[src/rtl/pwm_capture_pkg.sv]
// Shared types and defaults for the multi-channel PWM capture block.
// Build with PWM_CAPTURE_TIMEOUT_EN defined to enable per-channel loss-of-signal detection.
package pwm_capture_pkg;

    typedef enum logic [1:0] {
        IDLE = 2'd0,
        HIGH = 2'd1,
        LOW  = 2'd2
    } ch_state_e;

    localparam int unsigned DEF_WIDTH   = 32;
    localparam int unsigned DEF_TIMEOUT = 32'd50_000_000;

endpackage

[src/rtl/pwm_capture_ch.sv]
// One PWM capture channel: synchroniser, edge detect, period/high-time FSM and result registers.
// PWM_CAPTURE_TIMEOUT_EN adds the loss-of-signal comparator; otherwise timeout_o stays 0.
module pwm_capture_ch
    import pwm_capture_pkg::*;
#(
    parameter int unsigned WIDTH   = DEF_WIDTH,
    parameter int unsigned TIMEOUT = DEF_TIMEOUT
) (
    input  logic             clk,
    input  logic             rst_n,
    input  logic             pwm_in,
    input  logic             en,
    output logic [WIDTH-1:0] period_o,
    output logic [WIDTH-1:0] high_o,
    output logic             valid_o,
    output logic             timeout_o
);

    // [0],[1] form the synchroniser, [2] is the edge-detect history
    logic [2:0]       shift_q, shift_d;
    ch_state_e        state_q, state_d;
    logic [WIDTH-1:0] cnt_q, cnt_d;
    logic [WIDTH-1:0] hi_latch_q, hi_latch_d;
    logic [WIDTH-1:0] period_q, period_d;
    logic [WIDTH-1:0] high_q, high_d;
    logic             valid_q, valid_d;
    logic             timeout_q, timeout_d;

    logic rise;
    logic fall;
    logic timeout_hit;

    assign rise = shift_q[1] & ~shift_q[2];
    assign fall = ~shift_q[1] & shift_q[2];

`ifdef PWM_CAPTURE_TIMEOUT_EN
    localparam logic [WIDTH-1:0] TIMEOUT_W = WIDTH'(TIMEOUT);
    assign timeout_hit = (cnt_q >= TIMEOUT_W);
`else
    assign timeout_hit = 1'b0;
`endif

    always_comb begin
        shift_d    = {shift_q[1:0], pwm_in};
        state_d    = state_q;
        cnt_d      = (state_q != IDLE && !(&cnt_q)) ? cnt_q + 1'b1 : cnt_q;
        hi_latch_d = hi_latch_q;
        period_d   = period_q;
        high_d     = high_q;
        valid_d    = 1'b0;
        timeout_d  = timeout_q;

        if (!en) begin
            state_d    = IDLE;
            cnt_d      = '0;
            hi_latch_d = '0;
            period_d   = '0;
            high_d     = '0;
            timeout_d  = 1'b0;
        end else begin
            unique case (state_q)
                IDLE: begin
                    cnt_d = '0;
                    if (rise) begin
                        state_d = HIGH;
                        cnt_d   = WIDTH'(1);
                    end
                end
                HIGH: begin
                    if (fall) begin
                        state_d    = LOW;
                        hi_latch_d = cnt_q;
                    end else if (timeout_hit) begin
                        state_d   = IDLE;
                        cnt_d     = '0;
                        timeout_d = 1'b1;
                    end
                end
                LOW: begin
                    // A real edge wins over a timeout landing in the same cycle
                    if (rise) begin
                        state_d   = HIGH;
                        period_d  = cnt_q;
                        high_d    = hi_latch_q;
                        valid_d   = 1'b1;
                        cnt_d     = WIDTH'(1);
                        timeout_d = 1'b0;
                    end else if (timeout_hit) begin
                        state_d   = IDLE;
                        cnt_d     = '0;
                        timeout_d = 1'b1;
                    end
                end
                default: begin
                    state_d = IDLE;
                    cnt_d   = '0;
                end
            endcase
        end
    end

    always_ff @(posedge clk or negedge rst_n) begin
        if (!rst_n) begin
            shift_q    <= '0;
            state_q    <= IDLE;
            cnt_q      <= '0;
            hi_latch_q <= '0;
            period_q   <= '0;
            high_q     <= '0;
            valid_q    <= 1'b0;
            timeout_q  <= 1'b0;
        end else begin
            shift_q    <= shift_d;
            state_q    <= state_d;
            cnt_q      <= cnt_d;
            hi_latch_q <= hi_latch_d;
            period_q   <= period_d;
            high_q     <= high_d;
            valid_q    <= valid_d;
            timeout_q  <= timeout_d;
        end
    end

    assign period_o  = period_q;
    assign high_o    = high_q;
    assign valid_o   = valid_q;
    assign timeout_o = timeout_q;

endmodule

[src/rtl/pwm_capture.sv]
// Multi-channel PWM capture top: CHANNELS independent pwm_capture_ch instances on packed buses.
// Loss-of-signal detection is compiled in only when PWM_CAPTURE_TIMEOUT_EN is defined.
module pwm_capture
    import pwm_capture_pkg::*;
#(
    parameter int unsigned CHANNELS = 8,
    parameter int unsigned WIDTH    = DEF_WIDTH,
    parameter int unsigned TIMEOUT  = DEF_TIMEOUT
) (
    input  logic                      clk,
    input  logic                      rst_n,
    input  logic [CHANNELS-1:0]       pwm_in,
    input  logic [CHANNELS-1:0]       en,
    output logic [CHANNELS*WIDTH-1:0] period_o,
    output logic [CHANNELS*WIDTH-1:0] high_o,
    output logic [CHANNELS-1:0]       valid_o,
    output logic [CHANNELS-1:0]       timeout_o
);

    for (genvar gi = 0; gi < CHANNELS; gi++) begin : g_ch
        pwm_capture_ch #(
            .WIDTH   (WIDTH),
            .TIMEOUT (TIMEOUT)
        ) u_ch (
            .clk       (clk),
            .rst_n     (rst_n),
            .pwm_in    (pwm_in[gi]),
            .en        (en[gi]),
            .period_o  (period_o[gi*WIDTH +: WIDTH]),
            .high_o    (high_o[gi*WIDTH +: WIDTH]),
            .valid_o   (valid_o[gi]),
            .timeout_o (timeout_o[gi])
        );
    end

endmodule

[config.mk]
export PLATFORM = sky130hd
export DESIGN_NAME = pwm_capture
export DESIGN_NICKNAME = d
export VERILOG_FILES = /design/src/rtl/pwm_capture_pkg.sv /design/src/rtl/pwm_capture_ch.sv /design/src/rtl/pwm_capture.sv
export SDC_FILE = /design/constraint.sdc
export NUM_CORES = 1
export LEC_CHECK = 0
export CORE_MARGIN = 3
export CORE_UTILIZATION = 35
export DETAILED_ROUTE_END_ITERATION = 16
export GPL_ROUTABILITY_DRIVEN = 1
export PLACE_DENSITY_LB_ADDON = 0.1
export REMOVE_ABC_BUFFERS = 1
export SLEW_MARGIN = 30
export SYNTH_ARGS = -nofsm -noshare
export SYNTH_HDL_FRONTEND = slang
export SYNTH_SLANG_ARGS = --single-unit
[constraint.sdc]
create_clock -name clk -period 2 [get_ports clk]
set_input_delay 0.2 -clock clk [delete_from_list [all_inputs] [get_ports clk]]
set_output_delay 0.2 -clock clk [all_outputs]
set_load 0.01 [all_outputs]
# After elaboration in Yosys (flattened, before gate mapping)
# Index checks and enable logic that the tools add are counted.
[word_totals]
ff_bits = 1080
word_cells = 432
in_bits = 18
out_inout_bits = 528
[op_classes]
bitwise_logic = 32
n_mux = 192
add_sub_neg = 8
eq_ne = 64
n_reduce_logical = 72
[ops]
columns = ["op", "count"]
rows = [
  ["$mux 32", 96],
  ["$pmux 32 s3", 8],
  ["$add 32x1->32 const B", 8],
  ["$reduce_and 32->1", 8],
  ["$ne 2x1->1 const B", 32],
  ["$mux 1", 56],
  ["$mux 2", 24],
  ["$ne 3x2->1 const B", 16],
  ["$reduce_and 2->1", 24],
  ["$pmux 2 s2", 8],
  ["$and 1x1->1", 16],
  ["$eq 2x1->1 const B", 8],
  ["$eq 2x2->1 const B", 8],
  ["$logic_not 2->1", 8],
  ["$not 1->1", 16],
  ["$reduce_bool 2->1", 8],
  ["$reduce_or 2->1", 8],
  ["$logic_and 1x1->1", 8],
  ["$logic_not 1->1", 8],
]

# Logic depth before layout (Yosys ltp)
# Gate-level depths: netlist (run 1).
[depth]
depth_word = 7
ltp_mapped = 10
depth_no_buf = 6

# Cells and area by module
# A second synthesis (run 1) with hierarchy kept.
[hier_totals]
cells_unflattened = 5200
area_unflattened_um2 = 46834.9
[by_module_without_submodules]
columns = ["module", "seq_area_each_um2", "cells_each", "instances", "area_per_inst_um2"]
rows = [
  ["pwm_capture_ch", 3353.2, 650, 8, 5854.4],
]

# Worst setup path before layout (run 1)
# OpenSTA, ideal clock, no wires.
[synth_path]
kind = "reg2reg"
start = "register g_ch[7].u_ch.cnt_q[0]"
end = "register g_ch[7].u_ch.cnt_q[30]"
synth_period_minus_slack_ns = 2.140
slack_ns = -0.140
setup_ns = 0.078
t_arrival_ns = 2.062
stages_incl_launch_ff = 7
required_time_ns = 1.922
path_buffers = 0
path_cell_list = "dfrtp_1 ha_1 and4_1 nand4_2 a311o_1 or4_1 a21oi_1"
[synth_via]
elab_chain_len = 7
elab_cells_between_ends = 8
cone_classes = "add/sub (1); mux (4); reduce/logical (3)"
[synth_rtl]
columns = ["element", "line", "rtl"]
rows = [
  ["start: declaration", "pwm_capture_ch.sv:22", "logic [WIDTH-1:0] cnt_q, cnt_d;"],
  ["start signal: assignment", "pwm_capture_ch.sv:115", "cnt_q <= cnt_d;"],
  ["parallel branches: the longest is 3 deep, another holds $add 32x1->32", "--", ""],
  ["$mux 32 *", "pwm_capture_ch.sv:46", "cnt_d = (state_q != IDLE && !(&cnt_q)) ? cnt_q + 1'b1 : cnt_q;"],
  ["$mux 32", "pwm_capture_ch.sv:81", "if (rise) begin"],
  ["$pmux 32 s3 *", "pwm_capture_ch.sv:61", "unique case (state_q)"],
  ["$mux 32 *", "pwm_capture_ch.sv:53", "if (!en) begin"],
  ["via g_ch[7].u_ch.cnt_d[30]", "pwm_capture_ch.sv:22", ""],
]
# Mark *: on every way through the listed nets, which the timed path passes.
# A chain may end at the register's enable or synchronous reset.

# Worst setup path after layout (run 1)
[layout_path]
start = "register g_ch[0].u_ch.cnt_q[1]"
end = "register g_ch[0].u_ch.cnt_q[8]"
[layout_via]
elab_chain_len = 7
elab_cells_between_ends = 8
cone_classes = "add/sub (1); mux (4); reduce/logical (3)"
[layout_rtl]
columns = ["element", "line"]
rows = [
  ["start: declaration", "pwm_capture_ch.sv:22"],
  ["start signal: assignment", "pwm_capture_ch.sv:115"],
  ["parallel branches: the longest is 3 deep, another holds $add 32x1->32", "--"],
  ["$mux 32 *", "pwm_capture_ch.sv:46"],
  ["$mux 32", "pwm_capture_ch.sv:81"],
  ["$pmux 32 s3 *", "pwm_capture_ch.sv:61"],
  ["$mux 32 *", "pwm_capture_ch.sv:53"],
  ["via g_ch[0].u_ch.cnt_d[8]", "pwm_capture_ch.sv:22"],
]
# Marks and branches as above.

==> run metrics, run 1 <==
Hold Crit Class in2reg; critical path type reg2reg; DR iter-0 viols approximately 2,200; CP required between 2 and 3 ns; share of layout cells above drive strength 1 approximately 15%; sw frac 22.67%; Final Instance Area approximately 64,000 um^2; # IOs roughly 550; Num CTS Buffers 130; setup slack at placement -0.04534 ns; Clock Tree Root clkbuf_16; WL/cell 18.29 um; max_cap viols 0; leakage 26.17 nW; Worst Path Arrival 2.64 ns; min Tclk post-route between 2 and 2.5 ns; slowest CP cell dfrtp_1; routed wire length 144,100 um; Routed Antenna Nets 0; CTS tree built; Peak supply drop between 0.6 and 0.7 mV; Worst-path clk slew about 0.060 ns; crit-path cells ha_2 -> nand4_1 -> or3_4 -> o31ai_4 -> buf_6 -> buf_12 -> nor4_2 -> o21a_1; GR Overflow Total 0; post-synth cell types between 60 and 70; Syn. warnings 0; Clock Skews 0.02100 ns; Yosys reg bits roughly 1,100; Post-synth EDFFs 0; Slew HR 50.18%; Placed Area 58,420 um^2; failing checks setup timing; RSZ-0062 raised after global routing yes; Final Hold Vio Count 0; FILL cells approximately 13,000; Async SR Flop Fraction between 90% and 100%; logic gate share of total power 4.0%; Die ar. approximately 140,000 um^2; ant diodes 0; Layout area overhead 33.31%; H-tree Lvls 4; status finished with violations; Die Span Y 375.5 um; crit-path max FO 6; Die X between 300 and 400 um; Pre-antenna DRT Iters 5; vias a little under 40,000; Fmax 494.2 MHz; Sw Pwr 10.79 mW; number of antenna violations at the first check in global routing 0; final-report setup violation count 3; hpwl dp 98,620 um; CP max stage delay around 0.39 ns; IO buf count between 500 and 600; initial core utilization 35.53%; CTS max path bufs 3; cell area power density approximately 750 nW/um^2; crit path launch type flop; fin nets 6,038; Tightest Pin Transition approximately 0.75 ns; Worst Setup Slack, final -0.02331 ns; Tcrit/Tclk final 101.2%; vias in the first global route between 30,000 and 40,000; CTS sink cnt 1,072; first-pass GRT wire length around 230,000 um; Critical Path Sink Type flop; cell family with most CP delay simple AND/OR/NAND/NOR gates; CP Buf/Inv Count 2; Sequential Power Share a little under half; largest net degree at the start of global routing 111; num rows about 130; Post-Syn Area per Cell approximately 9.3 um^2; Post-route DRC 0; post-synthesis instance area 47,780 um^2; clock power share approximately half; Vias/cell around 5.0; GRT Util Overall 20.03%; Placer Congestion 0.8205; synthesized instance count 5,143; Main synth FF type dfrtp_1; Core ar. between 100,000 and 150,000 um^2; Final Slew Violations 0; worst-skew pair later-pin latency approximately 0.73 ns; sequential cell area fraction in the yosys report between 50% and 60%; Internal Pwr Total ~37 mW
[power groups by stage]
stage | clock network [mW] | registers [mW] | logic [mW]
3_5_place_dp | 0 | 22.2 | 1.87
3_3_place_gp | 0 | 22.2 | 1.87
6_report | 23.9 | 21.8 | 1.90
5_1_grt | 25.5 | 21.8 | 2.12
4_1_cts | 24.6 | 21.8 | 1.90
2_1_floorplan | 0 | 22.2 | 0.568
[repair_timing]
action | CTS | global route
resized for setup | 62 | 138
cloned | 0 | 6
setup buffers | 4 | 22
hold buffers | 15 | 0
pin swaps | 2 | 52
endpoints found under the setup margin | 79 | 176
endpoints found under the hold margin | 819 | 0
[placed cells by master, fill, tap and decap left out, types with 31 or more instances in the layout]
| master | count |
|---|---|
| clkbuf_1 | 33 |
| dfrtp_1 | 1061 |
| or3_1 | 109 |
| and3_1 | 31 |
| o21ai_0 | 122 |
| clkdlybuf4s50_1 | 459 |
| nand2_1 | 1672 |
| nor2b_1 | 36 |
| nor2_1 | 82 |
| a21boi_0 | 577 |
| clkbuf_16 | 138 |
| or4_1 | 71 |
| o31ai_1 | 50 |
| dlygate4sd2_1 | 52 |
| buf_12 | 53 |
| a21oi_1 | 377 |
| buf_4 | 467 |
| nand3_1 | 91 |
| nand4_1 | 71 |
| nand2b_1 | 45 |
[registers in the layout, summed over array words and instances, names as in the netlist]
signal and count:
g_ch.u_ch.period_o 256, g_ch.u_ch.shift_q 24, g_ch.u_ch.valid_o 8, g_ch.u_ch.cnt_q 256, g_ch.u_ch.hi_latch_q 256, g_ch.u_ch.high_o 256, g_ch.u_ch.state_q 16
[worst paths after layout]
path / from / to / slack (ns) / depth (start not counted)
max in group asynchronous: rst_n / g_ch[3].u_ch.cnt_q[31] / 0.76 / 3
max: g_ch[0].u_ch.cnt_q[1] / g_ch[0].u_ch.cnt_q[8] / -0.02 / 8
max reg2reg: g_ch[0].u_ch.cnt_q[1] / g_ch[0].u_ch.cnt_q[8] / -0.02 / 8
min reg2reg: g_ch[6].u_ch.shift_q[0] / g_ch[6].u_ch.shift_q[1] / 0.35 / 0
min: pwm_in[1] / g_ch[1].u_ch.shift_q[0] / 0.08 / 1
min in group asynchronous: rst_n / g_ch[3].u_ch.high_o[1] / 0.27 / 3
[cell families after synthesis]
logic type	after synthesis	synth area share [%]
xor gates and xnor gates	46	0.8432
adders and majority gates	8	0.2095
other	1	0.007849
and+or+nand+nor	2387	22.31
DFF	1072	56.14
AOI/OAI and AO/OA	1238	17.01
buffers and inverters	385	3.349
muxes	6	0.1257
[worst register-to-register path, cell delays in order (launching register included)]
cell and delay, ns:
dfrtp_1 0.39, ha_2 0.22, nand4_1 0.14, or3_4 0.37, o31ai_4 0.28, buf_6 0.19
buf_12 0.13, nor4_2 0.04, o21a_1 0.16
[final cells by class]
| type | instances | area [um^2] | share of cell area (%) |
|---|---|---|---|
| well taps | 1768 | 2212 | 3.473 |
| flip-flops and latches | 1072 | 26840 | 42.14 |
| inverters | 30 | 115.1 | 0.1807 |
| repair buffers | 1084 | 10240 | 16.08 |
| clock inverters | 35 | 460.4 | 0.7229 |
| clock buffers | 195 | 3862 | 6.064 |
| multi-input cells | 3694 | 19970 | 31.35 |
[per-stage QoR]
step | TNS, ns | utilization [%] | instances | hold slack, ns | total power, mW
finish | -0.04555 | 47.37 | 7878 | 0.08260 | 47.59
floorplan | -599.83 | - | 4795 | -0.09559 | 22.77
detailed placement | -0.3919 | 43.45 | 7601 | 0.1434 | 24.07
global placement | -0.006394 | 43.45 | 7601 | 0.1399 | 24.07
global route | -1.113 | 47.37 | 7878 | 0.01909 | 49.46
CTS | 0 | 46.78 | 7850 | 0.01954 | 48.35
[Yosys cell counts (29+ instances only)]
library cell / n / area, um^2
nand4_1: 71 / 444.2
clkbuf_1: 297 / 1115
or3_1: 118 / 738.2
and3_1: 35 / 219.0
nand3_1: 100 / 500.5
inv_1: 29 / 108.9
o31ai_1: 53 / 397.9
xnor2_1: 29 / 254.0
o21ai_0: 128 / 640.6
and4_1: 35 / 306.5
nor2_1: 91 / 341.6
nor2b_1: 36 / 225.2
nand2_1: 1675 / 6287
dfrtp_1: 1072 / 26830
nand2b_1: 52 / 325.3
or4_1: 84 / 630.6
a21oi_1: 390 / 1952
a21boi_0: 577 / 4332
[per-layer routing]
| layer | up-vias | wire length [um] | track usage, % |
|---|---|---|---|
| li1 | 19278 | - | - |
| met2 | 693 | 66570 | 31.66 |
| met5 | - | 0 | 0 |
| met4 | 0 | 3216 | 5.435 |
| met1 | 19562 | 65870 | 27.28 |
| met3 | 163 | 8395 | 5.171 |
(Power assumes the default switching activity.)
==> run 2, diff against run 1 <==
--- a/config.mk
+++ b/config.mk
@@ -6,7 +6,7 @@
 export NUM_CORES = 1
 export LEC_CHECK = 0
 export CORE_MARGIN = 3
-export CORE_UTILIZATION = 35
+export CORE_UTILIZATION = 30
 export DETAILED_ROUTE_END_ITERATION = 16
 export GPL_ROUTABILITY_DRIVEN = 1
 export PLACE_DENSITY_LB_ADDON = 0.1
==> run 2 against run 1 <==
The flow still finishes with violations (setup timing); critical path depth fell by 1; core utilization fell by 6.6 points; clock-buffer cell count fell by 4; design area rose by 0.73%; critical path type unchanged; first-iteration DRC count rose by 10%; global-route usage fell by 1.5 points; non-clock buffer count rose by 9; final cell count rose by 3.8%; setup slack improved by 0.0086 ns; wire length rose by 6.2%.
==> run metrics, run 2 (same netlist as run 1, synthesis figures left out) <==
GR Overflow Total 0; Worst Path Arrival roughly 2.7 ns; num rows about 150; hold depth 3; # IOs between 500 and 600; logic gate share of total power ~3.9%; number of antenna violations at the first check in global routing 2; reg2reg end g_ch[0].u_ch.cnt_q[8]; H-tree Lvls 4; clock power share 51.0%; Vias/cell between 4 and 5; most frequent cells in the layout 1,668 x nand2_1, 1,059 x dfrtp_1, 577 x a21boi_0, 463 x buf_4, 387 x clkdlybuf4s50_1; Register Area around 27,000 um^2; DR iter-0 viols 2,435; Fmax 496.3 MHz; Die Span Y 405.1 um; routed wire length around 150,000 um; Final Hold Vio Count 0; Internal Pwr Total between 30 and 40 mW; GRT Util Overall roughly 18%; min Tclk post-route roughly 2.0 ns; WL/cell roughly 19 um; Die X about 410 um; fin nets between 6,000 and 7,000; IO buf count 537; worst r2r src g_ch[0].u_ch.cnt_q[16]; final core utilization about 41%; Num CTS Buffers roughly 130; area of the multi-input gates approximately 20,000 um^2; worst-skew pair later-pin latency 0.76 ns; Critical Path Sink Type flop; Tightest Pin Transition 0.8562 ns; reg2reg setup slack -0.01 ns; crit-path max FO 7; Final Slew Violations 0; Placer Congestion ~0.81; share of layout cells above drive strength 1 between 10% and 20%; Hold Crit Class in2reg; Layout area overhead 34.29%; Register-to-Register Path Depth 7; Pre-antenna DRT Iters 5; Post-route DRC 0; Routed Antenna Nets 0; Tcrit/Tclk final 100.7%; max_cap viols 0; vias 39,844; crit path launch type flop; hpwl dp about 100,000 um; first-pass GRT wire length ~240,000 um; Clock Tree Root clkbuf_16; failing checks setup timing; final-report setup violation count 2; CTS max path bufs 3; Clock Skews between 0.02 and 0.03 ns; Worst-path clk slew about 0.06 ns; vias in the first global route approximately 40,000; hold path startpoint en[7]; RSZ-0062 raised after global routing yes; Sw Pwr 11.12 mW; most common cell after layout, fill and taps aside nand2_1; WHS approximately 0.20 ns; CTS sink cnt between 1,000 and 1,500; largest net degree at the start of global routing just under 90; Hold EP g_ch[7].u_ch.cnt_q[0]; Sequential Power Share a little under half; leakage 26.45 nW; critical path type reg2reg; cell area power density ~750 nW/um^2; CTS tree built; TNS Setup -0.01681 ns; status finished with violations; setup slack at placement -0.1011 ns; initial core utilization 30.38%; Worst Setup Slack, final -0.01473 ns; sw frac about 23%; Die ar. between 150,000 and 200,000 um^2; CP required ~2.7 ns; FILL cells 15,709; Core ar. between 150,000 and 200,000 um^2; Slew HR a little over two fifths; Peak supply drop about 0.73 mV
-- run 2: changes by cell type in the layout (fill, tap and decap cells not counted), sizes merged, moves of 2 or more --
cell,change
clkinv,+4
dlygate4sd2,+84
inv,-4
dlymetal6s2s,-12
bufinv,+2
clkbuf,-7
clkdlybuf4s50,-72
buf,+11
clkinvlp,+3
-- run 2: how the worst max path moves through the flow --
| stage | from | end | slack (ns) |
|---|---|---|---|
| 2_1_floorplan | g_ch[0].u_ch.state_q[0] | g_ch[0].u_ch.high_o[0] | -0.93 |
| 3_3_place_gp | g_ch[1].u_ch.cnt_q[10] | g_ch[1].u_ch.cnt_q[26] | -0.05 |
| 3_5_place_dp | g_ch[1].u_ch.cnt_q[10] | g_ch[1].u_ch.cnt_q[26] | -0.10 |
| 4_1_cts | g_ch[0].u_ch.high_o[25] | high_o[25] | 0.00002 |
| 5_1_grt | g_ch[0].u_ch.cnt_q[16] | g_ch[0].u_ch.cnt_q[7] | -0.09 |
| 6_report | g_ch[0].u_ch.cnt_q[16] | g_ch[0].u_ch.cnt_q[8] | -0.01 |
-- run 2: area by class of cell --
class / instances / share of cell area (%)
Multi-Input combinational cell: 3693 / 31.13
Inverter: 30 / 0.1794
Clock inverter: 40 / 0.8385
Timing Repair Buffer: 1093 / 15.90
Sequential cell: 1072 / 41.83
Clock buffer: 191 / 6.100
Tap cell: 2058 / 4.013
Antenna cell: 1 / 0.003900
-- run 2: stage by stage --
step	power, mW	instance area, um^2	cells
finish	48.39	64160	8178
global route	50.37	64160	8178
CTS	49.28	63420	8151
detailed placement	24.10	58880	7895
global placement	24.11	58880	7895
floorplan	22.77	46320	4795
-- run 2: power by group through the flow --
stage	logic (mW)	clock network, mW	registers (mW)
floorplan	0.568	0	22.2
global placement	1.90	0	22.2
detailed placement	1.90	0	22.2
CTS	1.94	25.5	21.8
finish	1.91	24.7	21.8
global route	2.13	26.4	21.8
-- run 2: layer usage --
layer	global-route usage, %	vias up	routed length, um
met3	4.699	197	9109
met1	25.86	19621	72220
met5	0	-	0
li1	-	19277	-
met4	5.661	0	4102
met2	28.03	749	67610
-- run 2: worst max-delay path: stages, from the launching register on --
cell,delay (ns)
dfrtp_1,0.39
nand4_1,0.14
or4_4,0.58
o31ai_4,0.29
buf_6,0.17
buf_8,0.13
nor4_1,0.05
o21a_1,0.15
-- run 2: what timing repair did --
action                                  in CTS  in global routing
hold endpoints to repair                  1135                  0
endpoints found under the setup margin     158                158
pin swaps                                    3                 64
gates resized for setup                    152                154
setup buffers                                9                 23
gates cloned                                 0                  4
hold buffers                                16                  0
